==> config.mk <==
export PLATFORM = sky130hd
export DESIGN_NAME = march_controller_flat
export DESIGN_NICKNAME = d
export VERILOG_FILES = /design/src/rtl/bist_pkg.sv /design/src/rtl/march_controller_if.sv /design/src/rtl/march_rom.sv /design/src/rtl/march_controller.sv /design/src/flat_wrapper.sv
export SDC_FILE = /design/constraint.sdc
export NUM_CORES = 1
export LEC_CHECK = 0
export CAP_MARGIN = 5
export CORE_MARGIN = 5
export CORE_UTILIZATION = 38
export CTS_CLUSTER_DIAMETER = 200
export DETAILED_ROUTE_END_ITERATION = 8
export PLACE_DENSITY = 0.72
export SLEW_MARGIN = 30
export SYNTH_ARGS = -nofsm -noshare
export SYNTH_HDL_FRONTEND = slang
export SYNTH_SLANG_ARGS = --single-unit
==> constraint.sdc <==
create_clock -name clk -period 3.5 [get_ports clk]
set_clock_uncertainty 0.15 [all_clocks]
set_input_delay 1.05 -clock clk [delete_from_list [all_inputs] [get_ports clk]]
set_output_delay 1.05 -clock clk [all_outputs]
set_load 0.05 [all_outputs]
==> src/rtl/bist_pkg.sv <==
// bist_pkg: shared March C- types, op encoding and element table
// for the BIST sequencer.
package bist_pkg;
    typedef enum logic [2:0] {S_IDLE, S_WRITE, S_READ, S_CHECK, S_DONE} state_e;
    typedef enum logic [1:0] {W0 = 2'b00, W1 = 2'b01, R0 = 2'b10, R1 = 2'b11} op_e;
    typedef enum logic [1:0] {DIR_ANY, DIR_UP, DIR_DOWN} dir_e;
    localparam int N_ELEM = 6;
    typedef struct packed {
        dir_e dir;
        op_e  op0;
        op_e  op1;
        logic two;
    } elem_t;
    // Bit 1 of an op selects read, bit 0 is the background value.
    localparam elem_t MARCH_C [N_ELEM] = '{
        '{DIR_ANY,  W0, W0, 1'b0},
        '{DIR_UP,   R0, W1, 1'b1},
        '{DIR_UP,   R1, W0, 1'b1},
        '{DIR_DOWN, R0, W1, 1'b1},
        '{DIR_DOWN, R1, W0, 1'b1},
        '{DIR_ANY,  R0, R0, 1'b0}
    };
    function automatic logic is_read(op_e op);
        return op[1];
    endfunction
endpackage

==> src/rtl/march_controller_if.sv <==
// march_controller_if: memory-side bus between the BIST sequencer and
// the memory under test.
interface march_controller_if #(parameter int a_width = 4, parameter int width = 4);
    logic [a_width-1:0] mem_addr;
    logic [width-1:0]   mem_wdata;
    logic [width-1:0]   mem_rdata;
    logic               mem_write;
    logic               mem_read;
    modport master (output mem_addr, mem_wdata, mem_write, mem_read, input mem_rdata);
    modport slave  (input mem_addr, mem_wdata, mem_write, mem_read, output mem_rdata);
endinterface

==> src/rtl/march_rom.sv <==
// march_rom: maps (element, op index) to op, direction and last-op flag;
// swapping this block changes the March algorithm.
module march_rom
    import bist_pkg::*;
(
    input  logic [2:0] elem_i,
    input  logic       op_idx_i,
    output op_e        op_o,
    output dir_e       dir_o,
    output logic       last_op_o
);
    elem_t e;
    always_comb begin
        e = (elem_i < 3'(N_ELEM)) ? MARCH_C[elem_i] : MARCH_C[0];
        op_o = op_idx_i ? e.op1 : e.op0;
        dir_o = e.dir;
        last_op_o = op_idx_i | ~e.two;
    end
endmodule

==> src/rtl/march_controller.sv <==
// march_controller: runs March C- over the BIST memory and logs
// pass/fail, first failing address/element and a saturating fail count.
module march_controller
    import bist_pkg::*;
#(
    parameter int a_width   = 4,
    parameter int width     = 4,
    parameter int cnt_width = 8
) (
    input  logic                  clk,
    input  logic                  rst,
    input  logic                  start,
    march_controller_if.master    mem,
    output logic                  busy,
    output logic                  done,
    output logic                  fail,
    output logic [a_width-1:0]    fail_addr,
    output logic [2:0]            fail_element,
    output logic [cnt_width-1:0]  fail_count
);
    state_e               state_q, state_d;
    logic [2:0]           elem_q, elem_d, fail_elem_q, fail_elem_d, nxt_elem;
    logic                 opi_q, opi_d, nxt_idx;
    logic [a_width-1:0]   addr_q, addr_d, fail_addr_q, fail_addr_d;
    logic                 fail_q, fail_d;
    logic [cnt_width-1:0] cnt_q, cnt_d;
    op_e                  cur_op, nxt_op;
    dir_e                 cur_dir, nxt_dir;
    logic                 cur_last, nxt_unused, at_end, last_elem, mis;
    state_e               nxt_state;

    march_rom u_cur (.elem_i(elem_q), .op_idx_i(opi_q), .op_o(cur_op), .dir_o(cur_dir), .last_op_o(cur_last));
    // Looks up whichever op follows the current one: next op in the element,
    // first op at the next address, or first op of the next element.
    march_rom u_nxt (.elem_i(nxt_elem), .op_idx_i(nxt_idx), .op_o(nxt_op), .dir_o(nxt_dir), .last_op_o(nxt_unused));

    assign at_end    = (cur_dir == DIR_DOWN) ? (addr_q == '0) : (addr_q == '1);
    assign last_elem = elem_q == 3'(N_ELEM - 1);
    assign nxt_idx   = ~cur_last;
    assign nxt_elem  = (cur_last && at_end) ? elem_q + 3'd1 : elem_q;
    assign nxt_state = is_read(nxt_op) ? S_READ : S_WRITE;
    assign mis       = (state_q == S_CHECK) && (mem.mem_rdata != {width{cur_op[0]}});

    always_comb begin
        state_d = state_q;
        elem_d = elem_q;
        opi_d = opi_q;
        addr_d = addr_q;
        fail_d = fail_q;
        fail_addr_d = fail_addr_q;
        fail_elem_d = fail_elem_q;
        cnt_d = cnt_q;
        case (state_q)
            S_IDLE, S_DONE: if (start) begin
                state_d = S_WRITE;
                elem_d = '0;
                opi_d = 1'b0;
                addr_d = '0;
                fail_d = 1'b0;
                fail_addr_d = '0;
                fail_elem_d = '0;
                cnt_d = '0;
            end
            S_READ: state_d = S_CHECK;
            S_WRITE, S_CHECK: begin
                if (mis) begin
                    fail_d = 1'b1;
                    cnt_d = (cnt_q == '1) ? cnt_q : cnt_q + 1'b1;
                    fail_addr_d = fail_q ? fail_addr_q : addr_q;
                    fail_elem_d = fail_q ? fail_elem_q : elem_q;
                end
                if (!cur_last) begin
                    opi_d = 1'b1;
                    state_d = nxt_state;
                end else if (at_end && last_elem) begin
                    state_d = S_DONE;
                    addr_d = '0;
                end else begin
                    elem_d = nxt_elem;
                    opi_d = 1'b0;
                    addr_d = at_end ? ((nxt_dir == DIR_DOWN) ? '1 : '0)
                                    : ((cur_dir == DIR_DOWN) ? addr_q - 1'b1 : addr_q + 1'b1);
                    state_d = nxt_state;
                end
            end
            default: state_d = S_IDLE;
        endcase
    end

    always_ff @(posedge clk) begin
        if (!rst) begin
            state_q <= S_IDLE;
            elem_q <= '0;
            opi_q <= 1'b0;
            addr_q <= '0;
            fail_q <= 1'b0;
            fail_addr_q <= '0;
            fail_elem_q <= '0;
            cnt_q <= '0;
        end else begin
            state_q <= state_d;
            elem_q <= elem_d;
            opi_q <= opi_d;
            addr_q <= addr_d;
            fail_q <= fail_d;
            fail_addr_q <= fail_addr_d;
            fail_elem_q <= fail_elem_d;
            cnt_q <= cnt_d;
        end
    end

    assign busy          = (state_q == S_WRITE) || (state_q == S_READ) || (state_q == S_CHECK);
    assign done          = state_q == S_DONE;
    assign mem.mem_write = state_q == S_WRITE;
    assign mem.mem_read  = state_q == S_READ;
    assign mem.mem_addr  = busy ? addr_q : '0;
    assign mem.mem_wdata = (state_q == S_WRITE) ? {width{cur_op[0]}} : '0;
    assign fail          = fail_q;
    assign fail_addr     = fail_addr_q;
    assign fail_element  = fail_elem_q;
    assign fail_count    = cnt_q;
endmodule

==> src/flat_wrapper.sv <==
// flat-port wrapper written by rule: the top's interface ports become plain ports
module march_controller_flat import bist_pkg::*;
#(
    parameter int a_width   = 4,
    parameter int width     = 4,
    parameter int cnt_width = 8
)
  (clk, rst, start, busy, done, fail, fail_addr, fail_element, fail_count, mem_mem_addr, mem_mem_wdata, mem_mem_write, mem_mem_read, mem_mem_rdata);
  march_controller_if #(.a_width(a_width), .width(width)) mem_i ();
  input  logic clk;
  input  logic rst;
  input  logic start;
  output logic busy;
  output logic done;
  output logic fail;
  output logic [a_width-1:0] fail_addr;
  output logic [2:0] fail_element;
  output logic [cnt_width-1:0] fail_count;
  output wire logic [$bits(mem_i.mem_addr)-1:0] mem_mem_addr;
  output wire logic [$bits(mem_i.mem_wdata)-1:0] mem_mem_wdata;
  output wire logic [$bits(mem_i.mem_write)-1:0] mem_mem_write;
  output wire logic [$bits(mem_i.mem_read)-1:0] mem_mem_read;
  input wire logic [$bits(mem_i.mem_rdata)-1:0] mem_mem_rdata;
  assign mem_mem_addr = mem_i.mem_addr;
  assign mem_mem_wdata = mem_i.mem_wdata;
  assign mem_mem_write = mem_i.mem_write;
  assign mem_mem_read = mem_i.mem_read;
  assign mem_i.mem_rdata = mem_mem_rdata;
  march_controller #(.a_width(a_width), .width(width), .cnt_width(cnt_width)) u_core (.clk(clk), .rst(rst), .start(start), .mem(mem_i), .busy(busy), .done(done), .fail(fail), .fail_addr(fail_addr), .fail_element(fail_element), .fail_count(fail_count));
endmodule
==> Word-level counts from Yosys, hierarchy flattened <==
Memory sizes are Yosys's and may differ from the RTL's.
Index checks and enable logic that the tools add are counted.
W data, S select, Z words.
{ "totals": {"ff_bits": 27, "romBits": 112, "output_inout_bits": 28, "elab_cells": 99, "n_memories": 2} }
{ "classes": {"n_addsub": 4, "order_cmp": 4, "eq_ne": 17, "n_mux": 44, "n_bitwise": 4, "n_reduce_logical": 16} }
{ "memory_table": {"columns": ["memory", "words", "word_bits", "read_ports", "rd_ports_with_merged_regs", "wr", "line", "rtl"], "rows": [
  ["(name not given)", 8, 7, 1, 0, 0, "march_rom.sv:14", "e = (elem_i < 3'(N_ELEM)) ? MARCH_C[elem_i] : MARCH_C[0];"],
  ["(name not given)", 8, 7, 1, 0, 0, "march_rom.sv:14", null]
]} }
{ "ops": {"columns": ["cell", "n"], "rows": [
  ["$mux W7", 6],
  ["$mux W4", 10],
  ["$mux W3", 9],
  ["$mux W8", 3],
  ["$pmux W4 S2", 2],
  ["$pmux W8 S2", 1],
  ["$pmux W3 S2", 2],
  ["$reduce_and A4 Y1", 3],
  ["$pmux W3 S3", 1],
  ["$reduce_and A3 Y1", 3],
  ["$add A8 B1 Y8 const B", 1],
  ["$eq A8 B8 Y1 const B", 1],
  ["$ge A4 B4 Y1 const B", 2],
  ["$ne A2 B2 Y1 const B", 4],
  ["$not A3 Y4", 2],
  ["$eq A3 B2 Y1 const B", 2],
  ["$eq A3 B3 Y1 const B", 2],
  ["$lt A3 B3 Y1 const B", 2],
  ["$mux W1", 6],
  ["$add A4 B1 Y4 const B", 1],
  ["$eq A2 B2 Y1 const B", 2],
  ["$eq A4 B4 Y1 const B", 1],
  ["$logic_not A4 Y1", 1],
  ["$mux W2", 2],
  ["14 further kinds", 20]
]} }

==> Longest topological paths before layout <==
{ "logic_depth": {"word_depth": 20, "ltp_mapped": 14, "ltp_nobuf": 13} }

==> Modules after synthesis <==
A second synthesis with hierarchy kept.
{ "unflattened": {"hier_cells": 219, "area_unflattened_um2": 1779.2} }
{ "by_module_without_submodules": {"columns": ["module", "n_inst", "cells_each", "area_each_um2", "seq_area_each_um2"], "rows": [
  ["march_controller", 1, 187, 1539.0, 540.5],
  ["march_rom", 2, 16, 120.1, 0.0]
]} }

==> Worst setup path after synthesis <==
No wires, ideal clock.
{ "synth_path": {"path_type": "reg2out", "startpoint": "reg u_core.elem_q[0]", "endpoint": "out mem_mem_wdata[1]", "arrival_ps": 2657, "slack_ps": -357, "stages_incl_launch_ff": 5, "path_cell_list": "dfxtp_1 -> or4b_4 -> o21a_1 -> nor3_1 -> buf_4"} }
{ "synth_between": {"elab_chain_cells": 7, "word_cells_on_any_way": 8, "cone_classes": "1 x order compare; 5 x mux; 1 x bitwise; 1 x memory"} }
{ "synth_lines": {"columns": ["element", "line", "rtl"], "rows": [
  ["start: declaration", "march_controller.sv:22", "logic [2:0] elem_q, elem_d, fail_elem_q, fail_elem_d, nxt_elem;"],
  ["start signal: assignment", "march_controller.sv:102", "elem_q <= elem_d;"],
  ["$not A3 Y4 (not written as such)", "march_rom.sv:14", null],
  ["$mem_v2 Z8 W7", null, null],
  ["$mux W7 (not written as such) (2 in a row)", "march_rom.sv:14", null],
  ["$mux W7 (*)", "march_rom.sv:14", null],
  ["$mux W1 (*)", "march_rom.sv:15", "op_o = op_idx_i ? e.op1 : e.op0;"],
  ["$mux W4 (*)", "march_controller.sv:117", "assign mem.mem_wdata = (state_q == S_WRITE) ? {width{cur_op[0]}} : '0;"],
  ["end: declaration", "flat_wrapper.sv:20", "output wire logic [$bits(mem_i.mem_wdata)-1:0] mem_mem_wdata;"]
]} }
Every way passes the cells marked *; elsewhere a longest branch is shown, timed or not. The select of a mux whose other input is x is not followed.

==> Final worst setup path <==
{ "layout_path": {"startpoint": "reg u_core.state_q[1]", "endpoint": "out mem_mem_addr[3]"} }
{ "layout_between": {"elab_chain_cells": 4, "word_cells_on_any_way": 6, "cone_classes": "3 x eq/ne; 1 x mux; 2 x reduce/logical"} }
{ "layout_lines": {"columns": ["element", "line", "rtl"], "rows": [
  ["start: declaration", "march_controller.sv:21", "state_e state_q, state_d;"],
  ["start signal: assignment", "march_controller.sv:101", "state_q <= state_d;"],
  ["$eq A3 B1 Y1 or $eq A3 B2 Y1 (tied branches)", "march_controller.sv:112", "assign busy = (state_q == S_WRITE) || (state_q == S_READ) || (state_q == S_CHECK);"],
  ["$logic_or A1 B1 Y1", "march_controller.sv:112", null],
  ["$logic_or A1 B1 Y1 (*)", "march_controller.sv:112", null],
  ["$mux W4 (*)", "march_controller.sv:116", "assign mem.mem_addr = busy ? addr_q : '0;"],
  ["end: declaration", "flat_wrapper.sv:19", "output wire logic [$bits(mem_i.mem_addr)-1:0] mem_mem_addr;"]
]} }
Every way passes the cells marked *; elsewhere a longest branch is shown, timed or not.

==> reports/metrics.csv <==
stage,metric,value,unit
finish,nets_final,232,
finish,syn_to_final_growth,29.9,%
cts,clkLatencyLatePin,0.27,ns
die,i_o_pin_count,35,
route,detail_route.iter0.violations,110,
yosys,async_flop_share,0,
sta,max_freq,303,MHz
sta,post-route-min-period,3.30,ns
min_path,holdCritStartpoint,u_core.fail_element[0]$_SDFFE_PN0P_,
yosys,synth-edff-count,0,
yosys,postSynthCellCount,180,
worst_setup_path,reg2reg_setup_slack,0.31,ns
yosys,synth.avg_cell_area,9.05,sq um
cts,post_cts_buffers,0,
route,highest_layer,met4,
die,placement_rows,23,
sta,fin_tns_setup,0,ns
cts,cts.sink_count,27,
grt,largest_net_degree_at_the_start_of_global_routing,15,
worst_setup_path,crit-reg2reg-launch,u_core.elem_q[1]$_SDFFE_PN0P_,
route,met3RoutedLength,234,microns
worst_setup_path,worstSetupStartpointType,flop,
placement,hpwl,2880,microns
finish,most-common-layout-cells,"clkdlybuf4s50_1 (30), dfxtp_1 (26), nor2_1 (16)",
worst_setup_path,worst_setup_ep_type,output port,
cts,clkTransAtPathRegs,0.09,ns
route,route.antenna.remaining_nets,0,
grt,globalRouteOverflowTotal,0,
sta,relSlewSlack,0.643,
finish,layout-drive-gt1-share,0.121,
min_path,number_of_cells_traversed_by_the_worst_hold_path,1,
route,route.detailed.wl_per_inst,14.1,microns
worst_setup_path,worst-path-max-fanout,6,
die,die-height,75.5,microns
sta,hold_viol,0,
sta,timing.final.max_slew_violations,0,
pwr,power.total,577,uW
run_status,status,completed,
min_path,worstHoldPathType,reg2reg,
die,chipWidth,75.5,microns
job,timing.max_cap.violations,0,
sta,grt_setup_unrepaired,no,
cts,holdBufCountCts,0,
route,routed_wl,3740,microns
pwr,p_leak,0.845,nW
route,drt_pass1_iterations,4,
yosys,dominantRegCellSynth,dfxtp_1,
route,num_vias,1402,
sta,worstMarginPinSlew,0.535,ns
finish,layout.cells.most_common,clkdlybuf4s50_1,
cts,cts_tree,yes,
route,wire_length_on_met2,1700,microns
pwr,p_per_area,273,mW/mm^2
die,core,0.00409,sq mm
placement,globalplace.congestion,0.918,
sta,report.final.setup_viol,0,
route,met1_length,1790,microns
worst_setup_path,r2r_cell_count,13,
placement,count_of_port_buffers_added_during_placement,34,
pwr,ir_worst_vdd,259,uV
yosys,synth-warning-count,0,
route,detail_route.drc_violations,0,
grt,grtUsageTotal,0.142,
worst_setup_path,setup.worst_path.class,reg2out,
yosys,ys_seq_elements,27,
grt,grt_pass1_wl,6420,microns
grt,number_of_global_route_vias_before_repair,1416,
min_path,worstHoldEndpoint,u_core.fail_element[0]$_SDFFE_PN0P_,
cts,cts_max_level,1,
yosys,synth.distinct_cells,51,
yosys,ys_seq_area_frac,0.332,
worst_setup_path,required,2.30,ns
cts,numCtsBuffers,3,
yosys,synthesis.area,0.00163,sq mm
route,vias_per_cell,5.29,
finish,insertedDiodeCount,0,
cts,post_cts.resized_instances,0,
die,initial_utilization,0.399,
worst_setup_path,crit-reg2reg-capture,u_core.addr_q[0]$_SDFFE_PN0P_,
grt,grt_antenna_before_repair,0,
yosys,synth.net_count,196,
worst_setup_path,critPathArrivalTime,2.10,ns
cts,clockRootBuffer,clkbuf_8,
die,fp.dieArea,0.00570,sq mm
cts,cts-root-to-sink-buffers,2,
sta,min_period_over_period,0.944,
finish,postLayoutCoreUtil,0.518,
[worst max-delay path, stage by stage, from the launching register on]
cell,delay [ns]
dfxtp_1,0.45
nor2_1,0.10
nor2_1,0.30
and2_1,0.18
clkdlybuf4s50_1,0.81
[kinds of logic after synthesis]
family          after synthesis  share of synthesized area
buf+inv                      13                     0.0399
flops                        27                      0.332
fa+ha+maj                     9                     0.0737
simple gates                 80                      0.273
xor+xnor                      9                     0.0530
mux                           5                     0.0307
compound gates               37                      0.198
[cells in the mapped netlist (2+ instances only)]
master	n	area, sq um
nand3b_1	2	15.0
and2_1	10	62.6
xor2_1	6	52.6
nand4_1	6	37.5
nor2_1	16	60.1
nand2_1	11	41.3
o21a_1	3	22.5
mux2i_1	5	50.1
buf_4	3	22.5
a22o_1	9	78.8
and3_1	5	31.3
ha_1	8	100
nor3_1	6	30.0
o21ai_0	5	25.0
clkbuf_1	2	7.51
nor2b_1	3	18.8
inv_1	6	22.5
xnor2_1	2	17.5
nor3b_1	2	15.0
o21ai_1	2	10.0
nand2b_1	3	18.8
nor4_1	2	12.5
a21oi_1	3	15.0
nand3_1	6	30.0
dfxtp_1	27	541
a21boi_0	2	15.0
[power by group]
| group | internal (mW) | total [mW] | switching, mW |
|---|---|---|---|
| combinational | 0.0297 | 0.0818 | 0.0520 |
| clock | 0.0815 | 0.176 | 0.0942 |
| sequential | 0.311 | 0.320 | 0.00831 |
[per-stage QoR]
step	hold WS [ns]	setup slack [ns]	instances	instance area [sq um]
2_1_floorplan	0.339	0.185	180	1630
3_3_place_gp	0.311	0.334	261	2060
3_5_place_dp	0.312	0.174	261	2060
4_1_cts	0.339	0.137	265	2110
5_1_grt	0.358	0.0337	265	2120
6_report	0.334	0.195	265	2120
[registers in the layout, summed over array words and instances (netlist names)]
signal and count:
u_core.elem_q 3, u_core.addr_q 4, u_core.opi_q 1, u_core.fail 1, u_core.fail_count 8, u_core.fail_addr 4
u_core.fail_element 3, u_core.state_q 3
[layer usage]
| layer | vias to the layer above | GRT usage |
|---|---|---|
| met3 | 2 | 0.0396 |
| met4 | 0 | 0.0136 |
| met5 | - | 0 |
| met2 | 35 | 0.233 |
| li1 | 719 | - |
| met1 | 646 | 0.193 |
[final cells by class]
class	count	area, sq um
Fill cell	398	1970
Multi-Input combinational cell	140	1030
Sequential cell	27	542
Timing Repair Buffer	38	410
Tap cell	50	62.6
Clock buffer	4	45.0
Inverter	6	22.5
[how the worst max path moves through the flow]
stage | startpoint | slack [ns] | cells after the start | end
finish | u_core.state_q[1]$_SDFFE_PN0P_ | 0.20 | 4 | mem_mem_addr[3]
CTS | u_core.elem_q[1]$_SDFFE_PN0P_ | 0.14 | 12 | u_core.addr_q[2]$_SDFFE_PN0P_
global route | u_core.elem_q[1]$_SDFFE_PN0P_ | 0.03 | 13 | u_core.addr_q[1]$_SDFFE_PN0P_
global placement | u_core.elem_q[1]$_SDFFE_PN0P_ | 0.33 | 13 | u_core.addr_q[0]$_SDFFE_PN0P_
floorplan | u_core.elem_q[0]$_SDFFE_PN0P_ | 0.19 | 4 | mem_mem_wdata[1]
detailed placement | u_core.elem_q[1]$_SDFFE_PN0P_ | 0.17 | 12 | u_core.addr_q[2]$_SDFFE_PN0P_
Note: power is estimated with default switching activity, not from simulation.
